### src/rtl/mem_lsu_pkg.sv
// Shared encodings and the access-legality check for the memory-stage LSU.
package mem_lsu_pkg;
  localparam logic [2:0] F3_B  = 3'b000;
  localparam logic [2:0] F3_H  = 3'b001;
  localparam logic [2:0] F3_W  = 3'b010;
  localparam logic [2:0] F3_BU = 3'b100;
  localparam logic [2:0] F3_HU = 3'b101;
  localparam logic [1:0] RESULTSRC_LOAD = 2'b01;

  typedef enum logic [1:0] {IDLE, REQ, WAIT, DONE} lsu_state_t;

  // Unsigned sizes exist for loads only; funct3[1:0] encodes the access size.
  function automatic logic f3_ok(input logic [2:0] f3, input logic store, input logic [1:0] off);
    logic legal, aligned;
    legal   = (f3 == F3_B) | (f3 == F3_H) | (f3 == F3_W) |
              (~store & ((f3 == F3_BU) | (f3 == F3_HU)));
    aligned = (f3[1:0] == 2'b10) ? (off == 2'b00) :
              (f3[1:0] == 2'b01) ? ~off[0] : 1'b1;
    return legal & aligned;
  endfunction
endpackage

### src/rtl/mem_lsu_if.sv
// req/gnt/rvalid data bus between the LSU (master) and memory (slave).
interface mem_lsu_if #(parameter int WIDTH = 32);
  logic             bus_req_o;
  logic             bus_we_o;
  logic [WIDTH-1:0] bus_addr_o;
  logic [3:0]       bus_be_o;
  logic [WIDTH-1:0] bus_wdata_o;
  logic             bus_gnt_i;
  logic             bus_rvalid_i;
  logic [WIDTH-1:0] bus_rdata_i;

  modport master (
    output bus_req_o, bus_we_o, bus_addr_o, bus_be_o, bus_wdata_o,
    input  bus_gnt_i, bus_rvalid_i, bus_rdata_i
  );
  modport slave (
    input  bus_req_o, bus_we_o, bus_addr_o, bus_be_o, bus_wdata_o,
    output bus_gnt_i, bus_rvalid_i, bus_rdata_i
  );
endinterface

### src/rtl/mem_lsu_align.sv
// Byte-lane steering: store replication + byte enables, load shift + extension.
module mem_lsu_align
  import mem_lsu_pkg::*;
#(
  parameter int WIDTH = 32
) (
  input  logic [2:0]       st_f3,
  input  logic [1:0]       st_off,
  input  logic [WIDTH-1:0] st_data,
  output logic [3:0]       st_be,
  output logic [WIDTH-1:0] st_wdata,
  input  logic [2:0]       ld_f3,
  input  logic [1:0]       ld_off,
  input  logic [WIDTH-1:0] ld_rdata,
  output logic [WIDTH-1:0] ld_data
);
  localparam int LW = WIDTH / 4;

  logic [WIDTH-1:0] shifted;

  // Sub-word stores replicate so every lane carries the value; be picks the lane.
  for (genvar i = 0; i < 4; i++) begin : g_lane
    assign st_wdata[LW*i +: LW] = (st_f3[1:0] == 2'b00) ? st_data[LW-1:0] :
                                  (st_f3[1:0] == 2'b01) ? st_data[LW*(i%2) +: LW] :
                                                          st_data[LW*i +: LW];
  end

  always_comb begin
    st_be = 4'b1111;
    case (st_f3[1:0])
      2'b00:   st_be = 4'b0001 << st_off;
      2'b01:   st_be = st_off[1] ? 4'b1100 : 4'b0011;
      default: st_be = 4'b1111;
    endcase
  end

  assign shifted = ld_rdata >> (LW * ld_off);

  always_comb begin
    ld_data = shifted;
    case (ld_f3)
      F3_B:    ld_data = {{(WIDTH-LW){shifted[LW-1]}}, shifted[LW-1:0]};
      F3_H:    ld_data = {{(WIDTH-2*LW){shifted[2*LW-1]}}, shifted[2*LW-1:0]};
      F3_BU:   ld_data = {{(WIDTH-LW){1'b0}}, shifted[LW-1:0]};
      F3_HU:   ld_data = {{(WIDTH-2*LW){1'b0}}, shifted[2*LW-1:0]};
      default: ld_data = shifted;
    endcase
  end
endmodule

### src/rtl/mem_lsu.sv
// Memory-stage load/store unit: one bus transaction per access, stalling until done.
module mem_lsu
  import mem_lsu_pkg::*;
#(
  parameter int WIDTH = 32
) (
  input  logic             clk,
  input  logic             rst,
  input  logic [1:0]       resultsrcM,
  input  logic             memwriteM,
  input  logic [2:0]       funct3M,
  input  logic [WIDTH-1:0] aluresultM,
  input  logic [WIDTH-1:0] writedataM,
  output logic [WIDTH-1:0] readdataM,
  output logic             stallM,
  output logic             faultM,
  mem_lsu_if.master        bus
);
  lsu_state_t       state;
  logic [1:0]       off_q;
  logic [2:0]       f3_q;
  logic [WIDTH-1:0] rdata_q;
  logic             access, ok, start;
  logic [3:0]       be_n;
  logic [WIDTH-1:0] wdata_n, ld_data;

  mem_lsu_align #(.WIDTH(WIDTH)) u_align (
    .st_f3    (funct3M),
    .st_off   (aluresultM[1:0]),
    .st_data  (writedataM),
    .st_be    (be_n),
    .st_wdata (wdata_n),
    .ld_f3    (f3_q),
    .ld_off   (off_q),
    .ld_rdata (bus.bus_rdata_i),
    .ld_data  (ld_data)
  );

  assign access    = memwriteM | (resultsrcM == RESULTSRC_LOAD);
  assign ok        = f3_ok(funct3M, memwriteM, aluresultM[1:0]);
  assign faultM    = (state == IDLE) & access & ~ok;
  assign start     = (state == IDLE) & access & ok;
  assign stallM    = start | (state == REQ) | (state == WAIT);
  assign readdataM = faultM ? '0 : rdata_q;

  // DONE always returns to IDLE so the instruction still held in M is not reissued.
  always_ff @(posedge clk or posedge rst) begin
    if (rst) begin
      state           <= IDLE;
      bus.bus_req_o   <= 1'b0;
      bus.bus_we_o    <= 1'b0;
      bus.bus_addr_o  <= '0;
      bus.bus_be_o    <= '0;
      bus.bus_wdata_o <= '0;
      off_q           <= '0;
      f3_q            <= '0;
      rdata_q         <= '0;
    end else begin
      case (state)
        IDLE: if (start) begin
          bus.bus_req_o   <= 1'b1;
          bus.bus_we_o    <= memwriteM;
          bus.bus_addr_o  <= {aluresultM[WIDTH-1:2], 2'b00};
          bus.bus_be_o    <= be_n;
          bus.bus_wdata_o <= wdata_n;
          off_q           <= aluresultM[1:0];
          f3_q            <= funct3M;
          state           <= REQ;
        end
        REQ: if (bus.bus_gnt_i) begin
          bus.bus_req_o <= 1'b0;
          state         <= bus.bus_we_o ? DONE : WAIT;
        end
        WAIT: if (bus.bus_rvalid_i) begin
          rdata_q <= ld_data;
          state   <= DONE;
        end
        default: state <= IDLE;
      endcase
    end
  end
endmodule

### src/flat_wrapper.sv
// flat-port wrapper written by rule: the top's interface ports become plain ports
module mem_lsu_flat import mem_lsu_pkg::*;
#(
  parameter int WIDTH = 32
)
  (clk, rst, resultsrcM, memwriteM, funct3M, aluresultM, writedataM, readdataM, stallM, faultM, bus_bus_req_o, bus_bus_we_o, bus_bus_addr_o, bus_bus_be_o, bus_bus_wdata_o, bus_bus_gnt_i, bus_bus_rvalid_i, bus_bus_rdata_i);
  mem_lsu_if #(.WIDTH(WIDTH)) bus_i ();
  input  logic clk;
  input  logic rst;
  input  logic [1:0] resultsrcM;
  input  logic memwriteM;
  input  logic [2:0] funct3M;
  input  logic [WIDTH-1:0] aluresultM;
  input  logic [WIDTH-1:0] writedataM;
  output logic [WIDTH-1:0] readdataM;
  output logic stallM;
  output logic faultM;
  output wire logic [$bits(bus_i.bus_req_o)-1:0] bus_bus_req_o;
  output wire logic [$bits(bus_i.bus_we_o)-1:0] bus_bus_we_o;
  output wire logic [$bits(bus_i.bus_addr_o)-1:0] bus_bus_addr_o;
  output wire logic [$bits(bus_i.bus_be_o)-1:0] bus_bus_be_o;
  output wire logic [$bits(bus_i.bus_wdata_o)-1:0] bus_bus_wdata_o;
  input wire logic [$bits(bus_i.bus_gnt_i)-1:0] bus_bus_gnt_i;
  input wire logic [$bits(bus_i.bus_rvalid_i)-1:0] bus_bus_rvalid_i;
  input wire logic [$bits(bus_i.bus_rdata_i)-1:0] bus_bus_rdata_i;
  assign bus_bus_req_o = bus_i.bus_req_o;
  assign bus_bus_we_o = bus_i.bus_we_o;
  assign bus_bus_addr_o = bus_i.bus_addr_o;
  assign bus_bus_be_o = bus_i.bus_be_o;
  assign bus_bus_wdata_o = bus_i.bus_wdata_o;
  assign bus_i.bus_gnt_i = bus_bus_gnt_i;
  assign bus_i.bus_rvalid_i = bus_bus_rvalid_i;
  assign bus_i.bus_rdata_i = bus_bus_rdata_i;
  mem_lsu #(.WIDTH(WIDTH)) u_core (.clk(clk), .rst(rst), .resultsrcM(resultsrcM), .memwriteM(memwriteM), .funct3M(funct3M), .aluresultM(aluresultM), .writedataM(writedataM), .readdataM(readdataM), .stallM(stallM), .faultM(faultM), .bus(bus_i));
endmodule
### config.mk
export PLATFORM = sky130hd
export DESIGN_NAME = mem_lsu_flat
export DESIGN_NICKNAME = d
export VERILOG_FILES = /design/src/rtl/mem_lsu_pkg.sv /design/src/rtl/mem_lsu_if.sv /design/src/rtl/mem_lsu_align.sv /design/src/rtl/mem_lsu.sv /design/src/flat_wrapper.sv
export SDC_FILE = /design/constraint.sdc
export NUM_CORES = 1
export LEC_CHECK = 0
export ABC_AREA = 0
export CORE_ASPECT_RATIO = 0.75
export CORE_UTILIZATION = 44
export DETAILED_ROUTE_END_ITERATION = 12
export PLACE_DENSITY = 0.85
export SLEW_MARGIN = 10
export SYNTH_ARGS = -nofsm -noshare
export SYNTH_HDL_FRONTEND = slang
export SYNTH_SLANG_ARGS = --single-unit
### constraint.sdc
create_clock -name clk -period 4 [get_ports clk]
set_input_delay 0.6 -clock clk [delete_from_list [all_inputs] [get_ports clk]]
set_output_delay 0.6 -clock clk [all_outputs]
set_load 0.005 [all_outputs]
-- Word-level counts from Yosys, hierarchy flattened
Index checks and enable logic that the tools add are counted.
- output and inout port bits: 104
- bits in registers: 107
- bits of input ports: 106
- muxes and demuxes: 19
- reductions and logical operators: 10
- bitwise logic cells: 15
- equal/unequal tests: 15
- shifts and indexed selects: 2
- operator list (cell ; number):
    $pmux 32 s4 ; 1
    $mux 8 ; 5
    $mux 32 ; 1
    $shr 32x5->32 ; 1
    $eq 3x3->1 const B ; 4
    $pmux 4 s2 ; 1
    $or 1x1->1 ; 7
    $eq 2x1->1 const B ; 3
    $eq 3x1->1 const B ; 2
    $logic_not 2->1 ; 3
    $logic_not 3->1 ; 2
    $mux 2 ; 3
    $pmux 2 s3 ; 1
    $reduce_and 3->1 ; 2
    $and 1x1->1 ; 5
    $mux 1 ; 5
    $eq 2x2->1 const B ; 2
    $mux 4 ; 1
    $ne 2x2->1 const B ; 2
    $reduce_and 2->1 ; 2
    $shl 1x2->4 const A ; 1
    $eq 3x2->1 const B ; 1
    $not 1->1 ; 3
    $ne 2x1->1 const B ; 1
    2 further kinds ; 2

-- Logic depth before layout (Yosys ltp)
Gate-level depths: netlist (run 1).
- word-level depth: 8
- depth in mapped cells: 7

-- Hierarchy
A second synthesis (run 1) with hierarchy kept.
- cell total of the unflattened synthesis: 457
- area total of the unflattened synthesis: 5875.6 µm²
- by module, submodules not included (module ; times used ; sequential area each (µm²) ; area each (µm²) ; cells an instance):
    mem_lsu ; 1 ; 2677.6 ; 4725.8 ; 290
    mem_lsu_align ; 1 ; 0.0 ; 1149.9 ; 167

-- Worst setup path before layout (run 1)
Ideal clock, no wire load.
- path kind: input-to-output
- start point: input resultsrcM[0]
- end point: output readdataM[22]
- setup slack: 1.799 ns
- buffers on the path: 1
- arrival: 1.601 ns
- data required time: 3.400 ns
- stages on the path: 5
- path through: nor2b_1 -> o21ai_0 -> or3_1 -> clkbuf_1 -> and2_1
- longest elaborated chain between the ends: 5
- ends and longest elaborated chain (element ; RTL line ; RTL):
    start, declared ; flat_wrapper.sv:10 ; input logic [1:0] resultsrcM;
    $eq 2x1->1 ; mem_lsu.sv:39 ; assign access = memwriteM | (resultsrcM == RESULTSRC_LOAD);
    $or 1x1->1 ; mem_lsu.sv:39 ;
    $and 1x1->1 (2 in series) ; mem_lsu.sv:41 ; assign faultM = (state == IDLE) & access & ~ok;
    $mux 32 ; mem_lsu.sv:44 ; assign readdataM = faultM ? '0 : rdata_q;
    end, declared ; flat_wrapper.sv:15 ; output logic [WIDTH-1:0] readdataM;
Every way passes these cells.

-- Worst setup path in the final report (run 1)
- start point: input resultsrcM[0]
- end point: output readdataM[10]
Same word-level chain as after synthesis.

==> metrics.md, run 1 <==
| Metric | Value |
|---|---|
| Status | completed |
| Ranking of synthesized cells by area | dfrtp_1 51%, mux2_1 9.5%, mux2i_1 7.7% |
| Highest Clock Rate | 273 MHz |
| Die Area | 12,300 um2 |
| GR Util All Layers | 23.0% |
| Clk_skew | 0.00735 ns |
| 1st-pass router iterations | 5 |
| HP Start | u_core.bus.bus_wdata_o[30] |
| Clock sinks | 107 |
| Final setup viols | 0 |
| Initial Util | 45.1% |
| CP Buf/Inv Count | 2 |
| Initial antenna violation count | 0 |
| CTS tree | built |
| DRT Wirelength | 14.2 mm |
| CP dominant cell by count | clkdlybuf4s50_1 |
| WP data arrival | 3.06 ns |
| Crit share post-route | 91.5% |
| Height of the die | 96.3 um |
| Flop2flop setup slack | 1.65 ns |
| Maximum capacitance violations | 0 |
| Crit Path Max Fanout | 33 |
| Worst skew pair latency | 0.34 ns |
| Post-synth EDFFs | 0 |
| Clock Pin Slew Worst Setup and Hold Paths | 0.07 ns |
| Layout Utilization | 66.8% |
| Sum of negative setup slack | 0 ns |
| Total I/O pin count | 210 |
| Pins over their slew limit | 0 |
| Yosys warnings | 0 |
| Cells after Synth | 492 |
| Critical path launch point type | primary input |
| Postcts setup bufs | 0 |
| I/O Buffers | 207 |
| Total placed cells including tap cells | 834 |
| Die Width | 128 um |
| Setup CP Type | primary input to primary output |
| Top_reg_cell synth | dfrtp_1 |
| ANT cells | 0 |
| HP Class | flip-flop to flip-flop |
| Worst hold stages | 2 |
| Reg-to-Reg End | u_core.rdata_q[18] |
| Vias in the first global route | 4,256 |
| Area delta synth->final | 48.1% |
| Register area | 2680 um2 |
| Routed vias | 4,388 |
| Fin. Hold Viols | 0 |
| Syn_area_per_cell | 10.6 um2 |
| WHS | 0.486 ns |
| Multi-input combinational cell area | 2360 um2 |
| Hold worst-path end | u_core.bus.bus_wdata_o[30] |
| FFs w/ async S/R, synth | 100% |
| DRC | 0 |
| Levels on crit path | 6 |
| Leakage | 3.27 nW |
| Grt ovf | 0 |
| Max stage delay cell, worst path | or3_1 |
| Register bit total from synthesis | 107 |
| DRT iter0 DRCs | 271 |
| RSZ-0062 raised after global routing | false |
| Total power | 0.00564 W |
| Hpwl dp | 10.5 mm |
| Cell taking the most area after synthesis | dfrtp_1 |
| GP Congestion | 0.891 |
| Post-route ant nets | 0 |
| Pwr/cell area | 729 nW/um2 |
| CP top delay family | simple AND/OR/NAND/NOR gates |
| VDD IR-drop max | 0.461 mV |
| Share of cells above drive strength 1 | 5.81% |
| CP Capture Type | primary output |
| Max Root-Sink Buffers | 2 |
| FP Rows | 34 |
| Register area share after synthesis | 51.3% |
| # H-tree levels | 3 |
| Via density | 5.16 |
| Post-CTS Resized | 0 |
| Slew headroom | 28.1% |
| Yosys cell types | 36 |
| Core Area | 11,600 um2 |
| Mapped Area | 5220 um2 |
| Clock root buffer master | clkbuf_16 |
| CP max stage delay | 0.68 ns |
| Synth top area share | 51.3% |
| FILL cells | 885 |
| Fin nets | 793 |
| First-pass GRT wire length | 21.7 mm |
| Final instance count without filler cells | 850 |
| Post-CTS Hold Fix Bufs | 0 |
| Wire length per cell | 16.7 um |
| Post-layout min period | 3.66 ns |
| CP required | 3.40 ns |
| Largest net degree at the start of global routing | 104 |
| FF-to-FF path depth | 5 |
| Slew @ Worst Pin | 1.08 ns |
| Crit path cell chain | clkdlybuf4s50_1, nor2b_1, o21ai_0, or3_1, and2_1, clkdlybuf4s50_1 |
| RR Startpoint | u_core.state[0] |
| CTS Buf Count | 9 |
-- registers in the layout (all words and copies together), names as in the netlist --
register and cells:
u_core.bus.bus_req_o 1, u_core.rdata_q 32, u_core.f3_q 3, u_core.bus.bus_we_o 1, u_core.bus.bus_wdata_o 32, u_core.bus.bus_be_o 4
u_core.bus.bus_addr_o 30, u_core.state 2, u_core.off_q 2
-- layout by cell type, fill, tap and decap left out, types with 4 or more instances in the layout --
| cell | count |
|---|---|
| clkdlybuf4s50_1 | 207 |
| dfrtp_1 | 107 |
| nand2_1 | 49 |
| mux2_1 | 44 |
| nor2_1 | 40 |
| mux2i_1 | 40 |
| a21oi_1 | 36 |
| o21ai_1 | 34 |
| and2_1 | 34 |
| mux2_2 | 9 |
| nor2b_1 | 9 |
| clkbuf_16 | 9 |
| o2bb2ai_1 | 8 |
| o22a_1 | 8 |
| a211oi_1 | 8 |
| buf_4 | 7 |
| inv_1 | 6 |
| ha_1 | 4 |
-- worst max path at each step --
stage / start / end / slack (ns)
global placement: resultsrcM[0] / readdataM[31] / 0.43
global route: memwriteM / readdataM[30] / 0.14
CTS: resultsrcM[0] / readdataM[10] / 0.29
finish: resultsrcM[0] / readdataM[10] / 0.34
detailed placement: resultsrcM[0] / readdataM[10] / 0.28
floorplan: rst / u_core.bus.bus_addr_o[10] / 0.58
-- layer usage --
layer  GRT usage, %  part of all wire, %  up-vias
li1               -                    -     2070
met3           8.73                  9.1       12
met5              0                    0        -
met2           37.4                   48      174
met1           29.4                   43     2132
met4           4.61                 0.73        0
-- power by group --
| group | leakage [nW] | switching [W] | total [W] | internal, W |
|---|---|---|---|---|
| Clock | 0.156 | 0.000405 | 0.000975 | 0.000570 |
| Combinational | 1.83 | 0.00103 | 0.00265 | 0.00162 |
| Sequential | 1.28 | 0.000386 | 0.00201 | 0.00162 |
| Total | 3.27 | 0.00182 | 0.00564 | 0.00382 |
-- cells in the mapped netlist, types with 9 or more instances --
cell type / number
and2_1: 34
mux2i_1: 40
mux2_2: 9
nor2_1: 40
a21oi_1: 36
nand2_1: 49
nor2b_1: 9
clkbuf_1: 19
mux2_1: 44
dfrtp_1: 107
buf_2: 9
o21ai_1: 34
-- through the flow --
step                cell area (um2)  setup WS, ns
finish                         7730         0.341
global placement               7400         0.427
CTS                            7730         0.287
global route                   7730         0.137
detailed placement             7400         0.285
floorplan                      5220         0.583
-- final cells by class --
class,instances,area share (%)
clock buffer,11,3.14
clock inverter,5,1.10
inverter,9,0.469
multi-input combinational,342,30.6
sequential,107,34.6
tap,162,2.62
timing repair buffer,214,27.5
-- worst min-delay path, stage by stage (launching register included) --
cell and delay [ns]:
dfrtp_1 0.34, nand2_1 0.05, o21ai_1 0.06
-- cell families (layout without fill, tap and decap cells) --
kind of cell | after synthesis | in the layout | synth area share (%)
AO/OA/AOI/OAI | 104 | 104 | 12.3
XOR/XNOR | 1 | 1 | 0.168
adder cells (fa/ha/maj) | 4 | 4 | 0.959
buffers and inverters | 44 | 239 | 3.74
flip-flops | 107 | 107 | 51.3
multiplexers | 93 | 93 | 19.1
other | 1 | 2 | 0.0718
AND/OR/NAND/NOR | 138 | 138 | 12.4
No activity file was read; power rests on OpenSTA's default activity.
==> run 2: changes to the inputs <==
- CORE_MARGIN: unset -> 2
- SETUP_SLACK_MARGIN: unset -> 0.5
==> run 2 against run 1 <==
  * First-iteration DRC count shrank 26%
  * Worst hold slack gained 0.0023 ns
  * Total power shrank 1.9%
  * Wire length grew 0.31%
  * Final area shrank 0.24%
  * Die area grew 3.7%
  * Clock power shrank 9.8%
  * Critical endpoint is now readdataM[16]
  * Largest power group unchanged
==> metrics.md, run 2 (same netlist as run 1, synthesis figures left out) <==
| Metric | Value |
|---|---|
| Status | completed |
| CTS Buf Count | 9 |
| Grt ovf | 0 |
| Total I/O pin count | 210 |
| Largest net degree at the start of global routing | 104 |
| Core Area | 11,600 um2 |
| Die Width | 130 um |
| ANT cells | 0 |
| Via density | 5.12 |
| WP data arrival | 2.67 ns |
| CP required | 3.40 ns |
| Initial antenna violation count | 0 |
| Most common cell after layout, fill and taps aside | clkdlybuf4s50_1 |
| Hpwl dp | 10.6 mm |
| Maximum capacitance violations | 0 |
| DRT iter0 DRCs | 200 |
| DRT Wirelength | 14.2 mm |
| Clock root buffer master | clkbuf_16 |
| DRC | 0 |
| Initial Util | 45.1% |
| HP Start | u_core.bus.bus_wdata_o[18] |
| GR Util All Layers | 22.6% |
| GP Congestion | 0.836 |
| Regs by FF count | u_core.bus.bus_wdata_o: 32 flops, u_core.rdata_q: 32 flops, u_core.bus.bus_addr_o: 30 flops |
| FF-to-FF path depth | 4 |
| Post-CTS Hold Fix Bufs | 0 |
| 1st-pass router iterations | 5 |
| I/O Buffers | 207 |
| Max Root-Sink Buffers | 2 |
| Crit Path Max Fanout | 33 |
| FP Rows | 34 |
| Die Area | 12,800 um2 |
| Critical path launch point type | primary input |
| Total power | 0.00553 W |
| Share of cells above drive strength 1 | 5.97% |
| Sum of negative setup slack | 0 ns |
| Area delta synth->final | 47.7% |
| Fin nets | 792 |
| Pins over their slew limit | 0 |
| Routed vias | 4,343 |
| Clock sinks | 107 |
| Setup CP Type | primary input to primary output |
| Most frequent cells in the layout | 207 x clkdlybuf4s50_1, 107 x dfrtp_1, 49 x nand2_1 |
| # H-tree levels | 3 |
| Vias in the first global route | 4,376 |
| Highest Clock Rate | 306 MHz |
| Fin. Hold Viols | 0 |
| VDD IR-drop max | 0.399 mV |
| Post-layout min period | 3.27 ns |
| Slew @ Worst Pin | 1.09 ns |
| CP Capture Type | primary output |
| Hold worst-path end | u_core.bus.bus_wdata_o[18] |
| Post-route ant nets | 0 |
| Crit share post-route | 81.8% |
| RSZ-0062 raised after global routing | false |
| Worst skew pair latency | 0.34 ns |
| Worst hold stages | 2 |
| Slew headroom | 27.4% |
| Layout Utilization | 66.7% |
| Reg-to-Reg End | u_core.rdata_q[11] |
| Final setup viols | 0 |
| Height of the die | 98.3 um |
| RR Startpoint | u_core.off_q[1] |
| Wire length per cell | 16.7 um |
| Flop2flop setup slack | 1.63 ns |
| Leakage | 3.26 nW |
| Clk_skew | 0.00904 ns |
| CTS tree | built |
| HP Class | flip-flop to flip-flop |
| First-pass GRT wire length | 22.5 mm |
| Pwr/cell area | 717 nW/um2 |
| Clock Pin Slew Worst Setup and Hold Paths | 0.07 ns |
## run 2: cell types whose count changed in the layout (fill, tap and decap cells not counted), sizes merged
cell / delta
buf: -1
clkbuf: +2
clkinv: -1
clkinvlp: -1
bufinv: -2
inv: +2
## run 2: what timing repair did
| item | 4_1_cts | 5_1_grt |
|---|---|---|
| buffers inserted | 0 | 0 |
| gates resized for setup | 2 | 1 |
| setup endpoints to repair | 32 | 32 |
| pin swaps | 0 | 0 |
## run 2: layout make-up
class                      instances  area [um2]
sequential                       107        2680
clock inverter                     3        26.3
timing repair buffer             213        2130
tap                              162         203
clock buffer                      13         270
fill                             890        3860
inverter                           9        36.3
multi-input combinational        342        2370
## run 2: worst max path at each step
stage	start	end	slack (ns)	cells past startpoint
3_5_place_dp	funct3M[2]	readdataM[19]	0.32	5
2_1_floorplan	rst	u_core.bus.bus_addr_o[10]	0.58	1
4_1_cts	funct3M[2]	readdataM[19]	0.58	5
3_3_place_gp	funct3M[2]	readdataM[31]	0.47	5
5_1_grt	funct3M[2]	readdataM[19]	0.59	5
6_report	funct3M[2]	readdataM[16]	0.73	5
## run 2: per-stage QoR
step / cells / hold WS, ns / setup slack (ns) / area (um2)
floorplan: 493 / 0.447 / 0.583 / 5220
global placement: 833 / 0.468 / 0.468 / 7410
detailed placement: 833 / 0.476 / 0.319 / 7410
CTS: 849 / 0.492 / 0.581 / 7710
global route: 849 / 0.506 / 0.587 / 7710
finish: 849 / 0.489 / 0.729 / 7710
## run 2: where the power goes
| group | switching (W) | leakage [nW] | total [W] | internal (W) |
|---|---|---|---|---|
| combinational | 0.00101 | 1.84 | 0.00264 | 0.00163 |
| clock | 0.000398 | 0.147 | 0.000879 | 0.000481 |
| sequential | 0.000390 | 1.28 | 0.00201 | 0.00162 |
| total | 0.00180 | 3.26 | 0.00553 | 0.00373 |
## run 2: metal layers
| metal | vias to the layer above | GRT usage, % | share of wire, % |
|---|---|---|---|
| met5 | - | 0 | 0 |
| met4 | 0 | 5.62 | 1.4 |
| met3 | 15 | 8.60 | 10 |
| met2 | 159 | 36.8 | 48 |
| met1 | 2097 | 28.6 | 41 |
| li1 | 2072 | - | - |
## run 2: worst max-delay path, cell delays in order
cell,delay (ns)
clkdlybuf4s50_1,0.51
nor4_2,0.50
or3_4,0.37
and2_1,0.18
clkdlybuf4s50_1,0.50
==> run 3: changes to the inputs <==
- CORE_UTILIZATION: 44 -> 39
- PLACE_DENSITY: 0.85 -> 0.8
- clock period: 4 -> 2.6 ns (I/O delays scaled with it)
==> run 3 against run 2 <==
  * Global-route usage is 1.8 points lower
  * Clock power increased by 65%
  * Count of clock-buffer cells in the layout is 2 lower
  * Non-clock buffer count rose by 37
  * Final area is 7.9% higher
  * Core utilization fell by 2.7 points
  * Setup slack lost 0.72 ns
==> metrics.md, run 3 (same netlist as run 1, synthesis figures left out) <==
| Metric | Value |
|---|---|
| Crit share post-route | 99.8% |
| Pwr/cell area | 1120 nW/um2 |
| CP max stage delay | 0.46 ns |
| Fin. Hold Viols | 0 |
| Slew @ Worst Pin | 0.901 ns |
| Sw Ratio | 31.7% |
| Largest net degree at the start of global routing | 104 |
| Maximum capacitance violations | 0 |
| Sequential Power Share | 32.7% |
| 1st-pass router iterations | 4 |
| Comb pwr share | 51.8% |
| DRT iter0 DRCs | 224 |
| I/O Buffers | 207 |
| Core Area | 13,000 um2 |
| Critical path launch point type | flip-flop |
| CTS Buf Count | 9 |
| WP data arrival | 2.21 ns |
| Initial antenna violation count | 0 |
| WHS | 0.467 ns |
| Post-layout min period | 2.60 ns |
| Grt ovf | 0 |
| Fin nets | 829 |
| Final worst setup slack | 0.00442 ns |
| Final setup viols | 0 |
| GP Congestion | 0.879 |
| Clock sinks | 107 |
| DRT Wirelength | 15.4 mm |
| Pins over their slew limit | 0 |
| Wire length per cell | 17.2 um |
| Max stage delay cell, worst path | or3_4 |
| HP Class | primary input to asynchronous set/reset pin |
| Die Width | 138 um |
| First-pass GRT wire length | 23.5 mm |
| Slew headroom | 39.7% |
| Crit Path Max Fanout | 4 |
| CP startpoint | u_core.state[1] |
| CP dominant cell by count | buf_6 |
| DRC | 0 |
| Share of cells above drive strength 1 | 20.6% |
| VDD IR-drop max | 0.531 mV |
| CP Capture Type | primary output |
| Clock power share | 15.5% |
| Most frequent cells in the layout | 166 x clkdlybuf4s50_1, 106 x dfrtp_1, 49 x nand2_1 |
| Clk_skew | 0.00757 ns |
| Sum of negative setup slack | 0 ns |
| Clock Pin Slew Worst Setup and Hold Paths | 0.06 ns |
| Internal power | 0.00640 W |
| Area delta synth->final | 59.4% |
| Status | completed |
| Die Area | 14,300 um2 |
| Clock root buffer master | clkbuf_16 |
| Crit path cell chain | inv_2, ha_4, o21ai_2, or3_4, buf_6, buf_16, buf_8, buf_6, and2_4, buf_6 |
| Place WS | -0.193 ns |
| CTS tree | built |
| Leakage | 3.66 nW |
| Hpwl dp | 10.9 mm |
| Height of the die | 104 um |
| Via density | 5.08 |
| Highest Clock Rate | 385 MHz |
| GR Util All Layers | 20.9% |
| Total I/O pin count | 210 |
| Regs by FF count | u_core.bus.bus_wdata_o: 32 flops, u_core.rdata_q: 32 flops, u_core.bus.bus_addr_o: 30 flops |
| Most common cell after layout, fill and taps aside | clkdlybuf4s50_1 |
| RSZ-0062 raised after global routing | true |
| Worst skew pair latency | 0.34 ns |
| Max Root-Sink Buffers | 2 |
| RR Startpoint | u_core.off_q[0] |
| Post-route ant nets | 0 |
| Routed vias | 4,542 |
| Layout Utilization | 63.9% |
| FP Rows | 36 |
| Vias in the first global route | 4,585 |
| # H-tree levels | 3 |
| CP required | 2.21 ns |
| P_sw | 0.00297 W |
| ANT cells | 0 |
| Setup CP Type | flip-flop to primary output |
| Post-CTS Hold Fix Bufs | 0 |
| Initial Util | 40.1% |
-- run 3: path summary, 6_finish.rpt --
path | to | slack [ns] | depth (start not counted)
max reg2reg | u_core.rdata_q[6] | 0.65 | 5
max in group asynchronous | u_core.off_q[1] | 1.47 | 3
min reg2reg | u_core.bus.bus_addr_o[14] | 0.49 | 1
min in group clk | u_core.bus.bus_addr_o[14] | 0.49 | 1
min | u_core.bus.bus_addr_o[7] | 0.47 | 2
max | readdataM[4] | 0.004 | 10
-- run 3: cell type report --
cell class / instances / area [um2]
multi-input combinational: 342 / 2480
tap: 171 / 214
sequential: 107 / 2680
clock inverter: 4 / 75.1
fill: 1007 / 4700
timing repair buffer: 250 / 2600
clock buffer: 11 / 243
inverter: 9 / 37.5
-- run 3: power groups by stage --
| stage | clock (W) | sequential, W | combinational (W) |
|---|---|---|---|
| final | 0.00145 | 0.00306 | 0.00485 |
| after global routing | 0.00155 | 0.00316 | 0.00525 |
| after CTS | 0.00149 | 0.00304 | 0.00444 |
| after detailed placement | 0 | 0.00306 | 0.00420 |
| after global placement | 0 | 0.00302 | 0.00408 |
| after floorplan | 0 | 0.00293 | 0.00194 |
-- run 3: worst max-delay path: cells and delay by family (launching register included) --
family | cells | cell delay [ns]
AO/OA/AOI/OAI | 1 | 0.05
adder cells (fa/ha/maj) | 1 | 0.14
buffers and inverters | 6 | 0.68
flip-flops | 1 | 0.39
AND/OR/NAND/NOR | 2 | 0.60
-- run 3: stage by stage --
step | std cells | total power, W | cell area (um2)
4_1_cts | 883 | 0.00897 | 8060
3_3_place_gp | 854 | 0.00709 | 7550
3_5_place_dp | 854 | 0.00726 | 7550
6_report | 894 | 0.00936 | 8320
2_1_floorplan | 493 | 0.00487 | 5230
5_1_grt | 894 | 0.00996 | 8320
-- run 3: repair_timing --
action                                  4_1_cts  5_1_grt
pin swaps                                    10       15
endpoints found under the setup margin       78       58
hold endpoints to repair                      0        0
buffers inserted                             12       10
gates resized for setup                     104      102
cloned                                        2        1
-- run 3: routing by layer --
layer	track usage, %	share of wire, %	up-vias
li1	-	-	2146
met1	26.2	40	2184
met2	35.1	48	189
met3	6.68	9.2	23
met4	4.71	1.9	0
met5	0	0	-
